`src/rtl/mips_pkg.sv`:
```
// mips_pkg: shared load-type encodings and register constants for the MIPS datapath
package mips_pkg;
   localparam logic [2:0] LOAD_LW  = 3'd0;
   localparam logic [2:0] LOAD_LB  = 3'd1;
   localparam logic [2:0] LOAD_LBU = 3'd2;
   localparam logic [2:0] LOAD_LH  = 3'd3;
   localparam logic [2:0] LOAD_LHU = 3'd4;
   localparam logic [4:0] REG_ZERO = 5'd0;
endpackage

```
`src/rtl/load_formatter.sv`:
```
// load_formatter: big-endian byte/halfword select and extension of a loaded word
module load_formatter
   import mips_pkg::*;
#(
   parameter int W = 32
) (
   input  logic [2:0]   load_type,
   input  logic [1:0]   off,
   input  logic [W-1:0] mem_data,
   input  logic         mem_to_reg,
   input  logic [W-1:0] alu_result,
   output logic [W-1:0] data,
   output logic         misalign
);
   logic [7:0]  byte_sel;
   logic [15:0] half_sel;
   logic        is_b;
   logic        is_h;
   logic        sx;
   always_comb begin
      // offset 0 addresses the most significant byte lane
      byte_sel = off == 2'd0 ? mem_data[31:24] :
                 off == 2'd1 ? mem_data[23:16] :
                 off == 2'd2 ? mem_data[15:8]  : mem_data[7:0];
      half_sel = off[1] ? mem_data[15:0] : mem_data[31:16];
      is_b     = load_type == LOAD_LB || load_type == LOAD_LBU;
      is_h     = load_type == LOAD_LH || load_type == LOAD_LHU;
      sx       = load_type == LOAD_LB || load_type == LOAD_LH;
      data     = !mem_to_reg ? alu_result :
                 is_b ? {{(W-8){sx & byte_sel[7]}}, byte_sel} :
                 is_h ? {{(W-16){sx & half_sel[15]}}, half_sel} : mem_data;
      misalign = mem_to_reg & (is_h ? off[0] : !is_b & (off != 2'd0));
   end
endmodule

```
`src/rtl/mem_wb_stage.sv`:
```
// mem_wb_stage: MEM/WB pipeline register with load formatting, writeback drive and retire counter
module mem_wb_stage
   import mips_pkg::*;
#(
   parameter int W     = 32,
   parameter int CNT_W = 32
) (
   input  logic             clock,
   input  logic             reset,
   input  logic             valid_in,
   input  logic             reg_write_in,
   input  logic             mem_to_reg_in,
   input  logic [2:0]       load_type_in,
   input  logic [4:0]       dest_reg_in,
   input  logic [W-1:0]     alu_result_in,
   input  logic [W-1:0]     mem_data_in,
   input  logic             stall_in,
   input  logic             flush_in,
   output logic [4:0]       write_reg_out,
   output logic             write_en_out,
   output logic [W-1:0]     write_data_out,
   output logic             misalign_out,
   output logic [CNT_W-1:0] retire_count_out
);
   logic [W-1:0]     fmt_data;
   logic             fmt_misalign;
   logic             valid_q;
   logic             reg_write_q;
   logic             misalign_q;
   logic [4:0]       dest_q;
   logic [W-1:0]     data_q;
   logic [CNT_W-1:0] count_q;

   load_formatter #(.W(W)) u_fmt (
      .load_type  (load_type_in),
      .off        (alu_result_in[1:0]),
      .mem_data   (mem_data_in),
      .mem_to_reg (mem_to_reg_in),
      .alu_result (alu_result_in),
      .data       (fmt_data),
      .misalign   (fmt_misalign)
   );

   always_ff @(posedge clock) begin
      if (reset || flush_in) begin
         valid_q     <= 1'b0;
         reg_write_q <= 1'b0;
         misalign_q  <= 1'b0;
         dest_q      <= REG_ZERO;
         data_q      <= '0;
      end else if (!stall_in) begin
         valid_q     <= valid_in;
         reg_write_q <= reg_write_in;
         misalign_q  <= fmt_misalign;
         dest_q      <= dest_reg_in;
         data_q      <= fmt_data;
      end
      // misaligned loads still retire; trapping is handled elsewhere
      if (reset)
         count_q <= '0;
      else if (!flush_in && !stall_in && valid_in)
         count_q <= count_q + CNT_W'(1);
   end

   assign write_en_out     = valid_q & reg_write_q & !misalign_q & (dest_q != REG_ZERO);
   assign write_reg_out    = dest_q;
   assign write_data_out   = data_q;
   assign misalign_out     = valid_q & misalign_q;
   assign retire_count_out = count_q;
endmodule
```
`config.mk`:
```
export PLATFORM = sky130hd
export DESIGN_NAME = mem_wb_stage
export DESIGN_NICKNAME = d
export VERILOG_FILES = /design/src/rtl/mips_pkg.sv /design/src/rtl/load_formatter.sv /design/src/rtl/mem_wb_stage.sv
export SDC_FILE = /design/constraint.sdc
export NUM_CORES = 1
export LEC_CHECK = 0
export CORE_ASPECT_RATIO = 1.5
export CORE_MARGIN = 2
export CORE_UTILIZATION = 42
export CTS_BUF_LIST = sky130_fd_sc_hd__clkbuf_8
export DETAILED_ROUTE_END_ITERATION = 8
export PLACE_DENSITY = 0.78
export SKIP_CTS_REPAIR_TIMING = 1
export SLEW_MARGIN = 5
export SYNTH_ARGS = -nofsm -noshare
export SYNTH_HDL_FRONTEND = slang
export SYNTH_SLANG_ARGS = --single-unit
```
`constraint.sdc`:
```
create_clock -name clock -period 1.96 [get_ports clock]
set_clock_uncertainty 0.1 [all_clocks]
set_input_delay 0.392 -clock clock [delete_from_list [all_inputs] [get_ports clock]]
set_output_delay 0.392 -clock clock [all_outputs]
set_load 0.02 [all_outputs]
```
; ---- Word level (Yosys, flattened, before mapping)
; Index checks and enable logic that the tools add are counted.
[totals]
regBits = 72
input_bits = 79
output_inout_bits = 71
wordCells = 42
[op_classes]
addsub = 1
n_eq_ne = 6
n_mux = 8
n_bitwise = 8
n_reduce_logical = 13
[ops]
columns = operator, n
row1 = $mux W32, 3
row2 = $add A32 B1 Y32 const B, 1
row3 = $mux W8, 3
row4 = $mux W16, 1
row5 = $and A1 B1 Y1, 8
row6 = $eq A3 B2 Y1 const B, 2
row7 = $reduce_bool A5 Y1, 1
row8 = $logic_not A1 Y1, 4
row9 = $logic_or A1 B1 Y1, 4
row10 = $eq A3 B1 Y1 const B, 1
row11 = $eq A3 B3 Y1 const B, 1
row12 = $eq A2 B1 Y1 const B, 1
row13 = $eq A2 B2 Y1 const B, 1
row14 = $logic_and A1 B1 Y1, 2
row15 = $logic_not A2 Y1, 1
row16 = $reduce_bool A2 Y1, 1
row17 = $mux W1, 1

; ---- Longest topological paths before layout
; Gate-level depths: netlist of run 1.
[logic_depth]
ltp_word = 7
depth_mapped = 7
ltp_nobuf = 4

; ---- By module
; From an unflattened synthesis of run 1, not the netlist that was laid out.
[unflattened]
cells_unflattened = 504
area_unflattened_um2 = 4231.6
[by_module_without_submodules]
columns = mod, instances, cells_per_inst, area_each_um2, seq_area_each_um2
row1 = mem_wb_stage, 1, 319, 2966.6, 1441.4
row2 = load_formatter, 1, 185, 1265.0, 0.0

; ---- Worst setup path before layout of run 1
; OpenSTA, ideal clock, no wires.
[synth_path]
path_type = input to register
from = input port alu_result_in[1]
to = register data_q[22], in the netlist write_data_out[22]
setup_ns = 0.117
t_arrival_ns = 1.733
t_required_ns = 1.743
path_slack_ns = 0.010
cell_stages = 6
n_path_buf = 2
cell_sequence = buf_2 mux4_2 a21oi_4 buf_4 o21ai_1 a32o_1
[synth_between]
elab_chain_cells = 7
word_cells_on_any_way = 12
classes_between = eq/ne: 2 / mux: 7 / bitwise: 2 / reduce/logical: 1
[synth_lines]
columns = element, line_no
row1 = start: declaration, mem_wb_stage.sv:15  ; input logic [W-1:0] alu_result_in,
row2 = $eq A2 B2 Y1, load_formatter.sv:24  ; off == 2'd2 ? mem_data[15:8] : mem_data[7:0];
row3 = $mux W8, load_formatter.sv:24
row4 = $mux W8, load_formatter.sv:23  ; off == 2'd1 ? mem_data[23:16] :
row5 = $mux W8, load_formatter.sv:22  ; byte_sel = off == 2'd0 ? mem_data[31:24] :
row6 = $and A1 B1 Y1, load_formatter.sv:30  ; is_b ? {{(W-8){sx & byte_sel[7]}}, byte_sel} :
row7 = $mux W32 *, load_formatter.sv:30
row8 = $mux W32 *, load_formatter.sv:29  ; data = !mem_to_reg ? alu_result :
row9 = end signal: assignment, mem_wb_stage.sv:56  ; data_q <= fmt_data;
row10 = end: declaration, mem_wb_stage.sv:31  ; logic [W-1:0] data_q;
; Mark *: on every way between the ends. The rest lies on a longest branch, timed or not.
; A chain may end at the register's enable or synchronous reset.

; ---- Worst setup path after layout of run 1
[layout_path]
from = register dest_q[3], in the netlist write_reg_out[3]
to = output port write_en_out
[layout_between]
elab_chain_cells = 2
[layout_lines]
columns = element, line_no
row1 = start: declaration, mem_wb_stage.sv:30  ; logic [4:0] dest_q;
row2 = start signal: assignment, mem_wb_stage.sv:55  ; dest_q <= dest_reg_in;
row3 = $reduce_bool A5 Y1, mem_wb_stage.sv:65  ; assign write_en_out = valid_q & reg_write_q & !misalign_q & (dest_q != REG_ZERO);
row4 = $and A1 B1 Y1, mem_wb_stage.sv:65
row5 = end: declaration, mem_wb_stage.sv:20  ; output logic write_en_out,
; Every way passes these cells.

==> results.ini, run 1 <==
[route]
vias=4894
vias_per_cell=5.95
drc=0
wire_per_inst_um=18.7
final_antenna_net_count=0
drt_wl_total_um=15300
drt_iter0_drc=232
first_pass_iters=5

[yosys]
synthTopCellsByCount=72 x dfxtp_1, 48 x nor2_1, 27 x nor3_1
synth.cell_area_um2=4190
yosysWarnings=0
yosys.area.top_type_share=0.344
yosys.area.top_type=dfxtp_1
synthFlopType=dfxtp_1
synth_edf_count=0
synth_seq_cells=72
ys_async_sr_fraction=0
synth_seq_area_share=0.344
synth.distinct_cells=55
yosysMostFrequentCell=dfxtp_1
synthCells=482
synth.area.top_cells=dfxtp_1 34%, mux4_2 4.3%, nor2_1 4.3%
postSynthAreaPerCell_um2=8.70
synth_nets=562

[clock_tree]
root_buffer=clkbuf_8
path_clk_slew_ns=0.08
cts_max_level=3
clockBufferDepth=2
numCtsBuffers=9
cts.sink_count=72
cts_tree=built
clkLatencyLatePin_ns=0.36

[worst_setup_path]
r2r-start=retire_count_out[11]$_SDFFE_PP0P_
cp-endpoint=write_en_out
reg2reg_to=retire_count_out[23]$_SDFFE_PP0P_
crit_fanout=2
critPathKind=reg2out
crit_arrival_ns=1.54
endpoint_kind=output pin
r2r_cells=5
start_kind=flip-flop
critPathLaunch=write_reg_out[3]$_SDFFE_PP0N_
ff2ff_setup_slack_ns=0.11
required_ns=1.47

[hold_path]
hold_path_class=reg2reg
hold_depth=2

[timing]
slew_violations=0
finalHoldViolations=0
worst_pin_slew_ns=0.379
fin_crit_ns=2.03
hold_slack_ns=0.388
slew-limit-headroom=0.744
period_share=1.04
setup-violations-final=1
layout_setup_ws_ns=-0.0750
fmax_mhz=491
grt_setup_unrepaired=yes

[floorplanning]
die_w_um=85.6
row_count=44
start_util=0.433
dieArea_um2=10800
die_y_um=126
core-area_um2=9690
pin_count=150

[placed_design]
hpwl_um=12000
placed_area_um2=6450
portBuffers=149
place.gp.congestion=1.02

[job]
max_cap_viol_count=0

[final_layout]
regArea_um2=1440
drive_above_1_share=0.221
antenna_cells=0
final_nets=782
multi_input_area_um2=2620
fin_area_um2=6840
area_growth_pct=63.2
nFillCells=760

[power]
power_density_nw_per_um2=539
p_leak_uw=0.00289
irDropWorstVdd_mv=0.492
finalPower_uw=3690

[grt]
grt.overflow.total=0
grt_max_degree=32
grt_pass1_vias=4979
antenna_found_initial=0
grt_pass1_wl_um=24100
grt_use_total=0.282

[run_status]
status=finished with violations
failed_checks=negative setup slack

-- power by group --
part           total [µW]  switching [µW]  internal [µW]
Combinational         828             385            443
Clock                1340             621            719
Sequential           1520            25.2           1500
Total                3690            1030           2660
-- per-layer routing --
layer | share of wire | GRT usage
met4 | 0.060 | 0.187
met2 | 0.52 | 0.499
met1 | 0.37 | 0.300
met5 | 0 | 0
met3 | 0.056 | 0.0488
-- how the worst min path moves through the flow --
| stage | from | to | slack (ns) |
|---|---|---|---|
| 3_3_place_gp | misalign_q$_SDFFE_PP0N_ | misalign_q$_SDFFE_PP0N_ | 0.37 |
| 2_1_floorplan | misalign_q$_SDFFE_PP0N_ | misalign_q$_SDFFE_PP0N_ | 0.35 |
| 6_report | misalign_q$_SDFFE_PP0N_ | misalign_q$_SDFFE_PP0N_ | 0.39 |
| 4_1_cts | misalign_q$_SDFFE_PP0N_ | misalign_q$_SDFFE_PP0N_ | 0.38 |
| 5_1_grt | valid_in | valid_q$_SDFFE_PP0N_ | 0.40 |
| 3_5_place_dp | misalign_q$_SDFFE_PP0N_ | misalign_q$_SDFFE_PP0N_ | 0.37 |
-- cells by family (layout without fill, tap and decap cells) --
family / Yosys count / after routing / synth area share
mux: 31 / 31 / 0.101
buf+inv: 54 / 279 / 0.0555
fa+ha+maj: 1 / 1 / 0.00298
compound gates: 148 / 148 / 0.261
xor+xnor: 12 / 12 / 0.0251
simple gates: 164 / 164 / 0.211
flops: 72 / 72 / 0.344
-- layout make-up --
cell class,instances,area share
Multi-Input combinational cell,356,0.383
Timing Repair Buffer,254,0.348
Sequential cell,72,0.211
Tap cell,115,0.0210
Clock buffer,9,0.0181
Clock inverter,7,0.0141
Inverter,9,0.00494
-- layout by cell type, fill, tap and decap left out, types with 7 or more instances in the layout --
cell	Yosys	layout
nand2_1	14	12
o221ai_1	15	15
a22oi_1	22	22
a21oi_1	26	26
nand3_1	13	12
nor2b_1	10	10
a22o_1	7	7
or4_1	12	11
a32o_1	17	17
clkdlybuf4s50_1	0	128
dlymetal6s2s_1	0	19
mux4_2	8	8
buf_4	4	101
inv_1	8	8
mux2_1	8	8
o21ai_1	20	20
nor2_1	48	45
mux2i_1	13	13
nor3_1	27	25
a221oi_1	9	8
clkbuf_8	0	9
xor2_1	9	9
o31ai_1	9	9
dfxtp_1	72	71
nand4_1	11	11
-- registers in the layout, summed over array words and instances, names as in the netlist --
signal            flops
write_data_out       32
retire_count_out     32
misalign_q            1
reg_write_q           1
valid_q               1
write_reg_out         5
-- worst max-delay path, stage by stage (launching register included) --
cell     delay (ns)
dfxtp_2        0.32
or4_4          0.54
nor2_4         0.12
nor3_2         0.05
buf_4          0.15
-- stage by stage --
| stage | std cells | utilization | worst slack (ns) | TNS (ns) |
|---|---|---|---|---|
| after floorplan | 482 | - | 0.00984 | 0 |
| after global placement | 803 | 0.666 | -0.375 | -15.77 |
| after detailed placement | 803 | 0.666 | -0.415 | -17.46 |
| after CTS | 819 | 0.689 | -0.488 | -0.670 |
| after global routing | 822 | 0.706 | -0.131 | -0.140 |
| final | 822 | 0.706 | -0.0750 | -0.0750 |
(Power assumes the default switching activity.)
==> inputs of run 2 (changes only) <==
Settings changed: SLEW_MARGIN 5 to 30.
==> results of run 2 <==
The final DEF is identical to that of run 1; final timing and power are the same.
==> inputs of run 3 (changes only) <==
Settings changed: CELL_PAD_IN_SITES_DETAIL_PLACEMENT set to 0, CELL_PAD_IN_SITES_GLOBAL_PLACEMENT set to 2, CORE_UTILIZATION 42 to 24, GPL_TIMING_DRIVEN set to 0.
==> run 3 against run 2 <==
The run still ends with negative setup slack left; largest cell class unchanged; clock power barely moved; largest power group unchanged; count of clock-buffer cells in the layout did not move; wire length rose by 9.0%; hold slack got worse by 0.15 ns; combinational power fell by 7.5%; sequential share of layout area rose by 1.4 points; fmax fell by 1.8%; global-route usage fell by 11 points.
==> results.ini, run 3 (synthesis gave the netlist of run 1 again) <==
[route]
drt_wl_total_um=16700  ; +9.0%
vias=4674  ; -4.5%
final_antenna_net_count=0  ; unchanged
wire_per_inst_um=19.3  ; +3.2%
vias_per_cell=5.38  ; -9.6%
drc=0  ; unchanged
drt_iter0_drc=229  ; -1.3%
first_pass_iters=4  ; -1

[worst_setup_path]
start_kind=flip-flop
endpoint_kind=output pin
critPathKind=reg2out
required_ns=1.47  ; about the same
crit_arrival_ns=1.58  ; +0.04 ns
crit_fanout=2  ; unchanged

[grt]
grt.overflow.total=0  ; unchanged
grt_pass1_vias=4578  ; -8.1%
antenna_found_initial=0  ; unchanged
grt_use_total=0.173  ; -0.108
grt_max_degree=13  ; -59%
grt_pass1_wl_um=25300  ; +5.2%

[power]
finalPower_uw=3600  ; -2.3%
p_leak_uw=0.00254  ; -12%
power_density_nw_per_um2=557  ; +3.2%
irDropWorstVdd_mv=0.244  ; -50%

[floorplanning]
start_util=0.244  ; -0.189
core-area_um2=17200  ; +78%
die_y_um=166  ; +31%
row_count=59  ; +34%
pin_count=150  ; unchanged
die_w_um=112  ; +31%
dieArea_um2=18600  ; +72%

[clock_tree]
numCtsBuffers=9  ; unchanged
root_buffer=clkbuf_8
path_clk_slew_ns=0.08  ; about the same
clkLatencyLatePin_ns=0.37  ; about the same
clockBufferDepth=2  ; unchanged
cts_max_level=3  ; unchanged
cts.sink_count=72  ; unchanged
cts_tree=built

[timing]
slew_violations=0  ; unchanged
fin_crit_ns=2.07  ; +0.0365 ns
layout_setup_ws_ns=-0.112  ; -0.0365 ns
grt_setup_unrepaired=yes
finalHoldViolations=0  ; unchanged
fmax_mhz=483  ; -1.8%
setup-violations-final=1  ; unchanged
worst_pin_slew_ns=0.669  ; +0.290 ns
slew-limit-headroom=0.554  ; -0.190
period_share=1.06  ; +0.0186

[final_layout]
final_nets=731  ; -6.5%
antenna_cells=0  ; unchanged
drive_above_1_share=0.157  ; -0.0634
stdcell_count=868  ; +5.6%
area_growth_pct=54.5
layout_common_cells=127 x clkdlybuf4s50_1, 61 x dfxtp_1, 44 x nor2_1
layout_commonest_cell=clkdlybuf4s50_1
final_core_util=0.377  ; -0.330

[run_status]
status=finished with violations
failed_checks=negative setup slack

[job]
max_cap_viol_count=0  ; unchanged

[placed_design]
portBuffers=148  ; -0.67%
place.gp.congestion=0.939  ; -7.5%
hpwl_um=13400  ; +11%
place_inst=843  ; +5.0%

[hold_path]
hold_path_class=in2reg

[run 3: stage by stage]
step                      hold slack (ns)  setup WS, ns  instance area (µm²)  setup TNS [ns]
after detailed placement            0.377        -0.700                 5940          -33.47
final                               0.238        -0.112                 6480          -0.112
after floorplan                     0.354       0.00984                 4190               0
after global routing                0.258        -0.144                 6480          -0.183
after CTS                           0.390        -0.605                 6150           -8.79
after global placement              0.371        -0.688                 5940          -32.05
[run 3: area by class of cell]
type	instances	area [µm²]
Timing Repair Buffer	162	1630
Tap cell	213	267
Sequential cell	72	1460
Inverter	9	33.8
Buffer	41	250
Clock inverter	6	85.1
Fill cell	1780	10700
Multi-Input combinational cell	356	2630
Clock buffer	9	124
[run 3: where the power goes]
| part | internal, µW | switching (µW) |
|---|---|---|
| combinational | 380 | 386 |
| clock | 705 | 612 |
| sequential | 1500 | 25.3 |
[run 3: final timing paths]
| kind | start | endpoint | slack (ns) | cells past startpoint |
|---|---|---|---|---|
| hold / removal | valid_in | valid_q$_SDFFE_PP0N_ | 0.24 | 3 |
| setup / recovery | write_reg_out[0]$_SDFFE_PP0N_ | write_en_out | -0.11 | 4 |
| setup reg to reg | retire_count_out[8]$_SDFFE_PP0P_ | retire_count_out[27]$_SDFFE_PP0P_ | 0.06 | 5 |
| hold reg to reg | write_data_out[1]$_SDFFE_PP0N_ | write_data_out[1]$_SDFFE_PP0N_ | 0.39 | 2 |
[run 3: worst max-delay path, cell delays in order, from the launching register on]
cell and delay, ns:
dfxtp_2 0.33, or4_4 0.54, nor2_4 0.13, nor3_2 0.05
buf_4 0.16
[run 3: per-layer routing]
| metal | vias to the layer above | global-route usage | wire length (µm) |
|---|---|---|---|
| li1 | 2211 | - | - |
| met1 | 2211 | 0.182 | 6050 |
| met2 | 216 | 0.313 | 8720 |
| met3 | 36 | 0.0307 | 1020 |
| met4 | 0 | 0.113 | 937 |
| met5 | - | 0 | 0 |
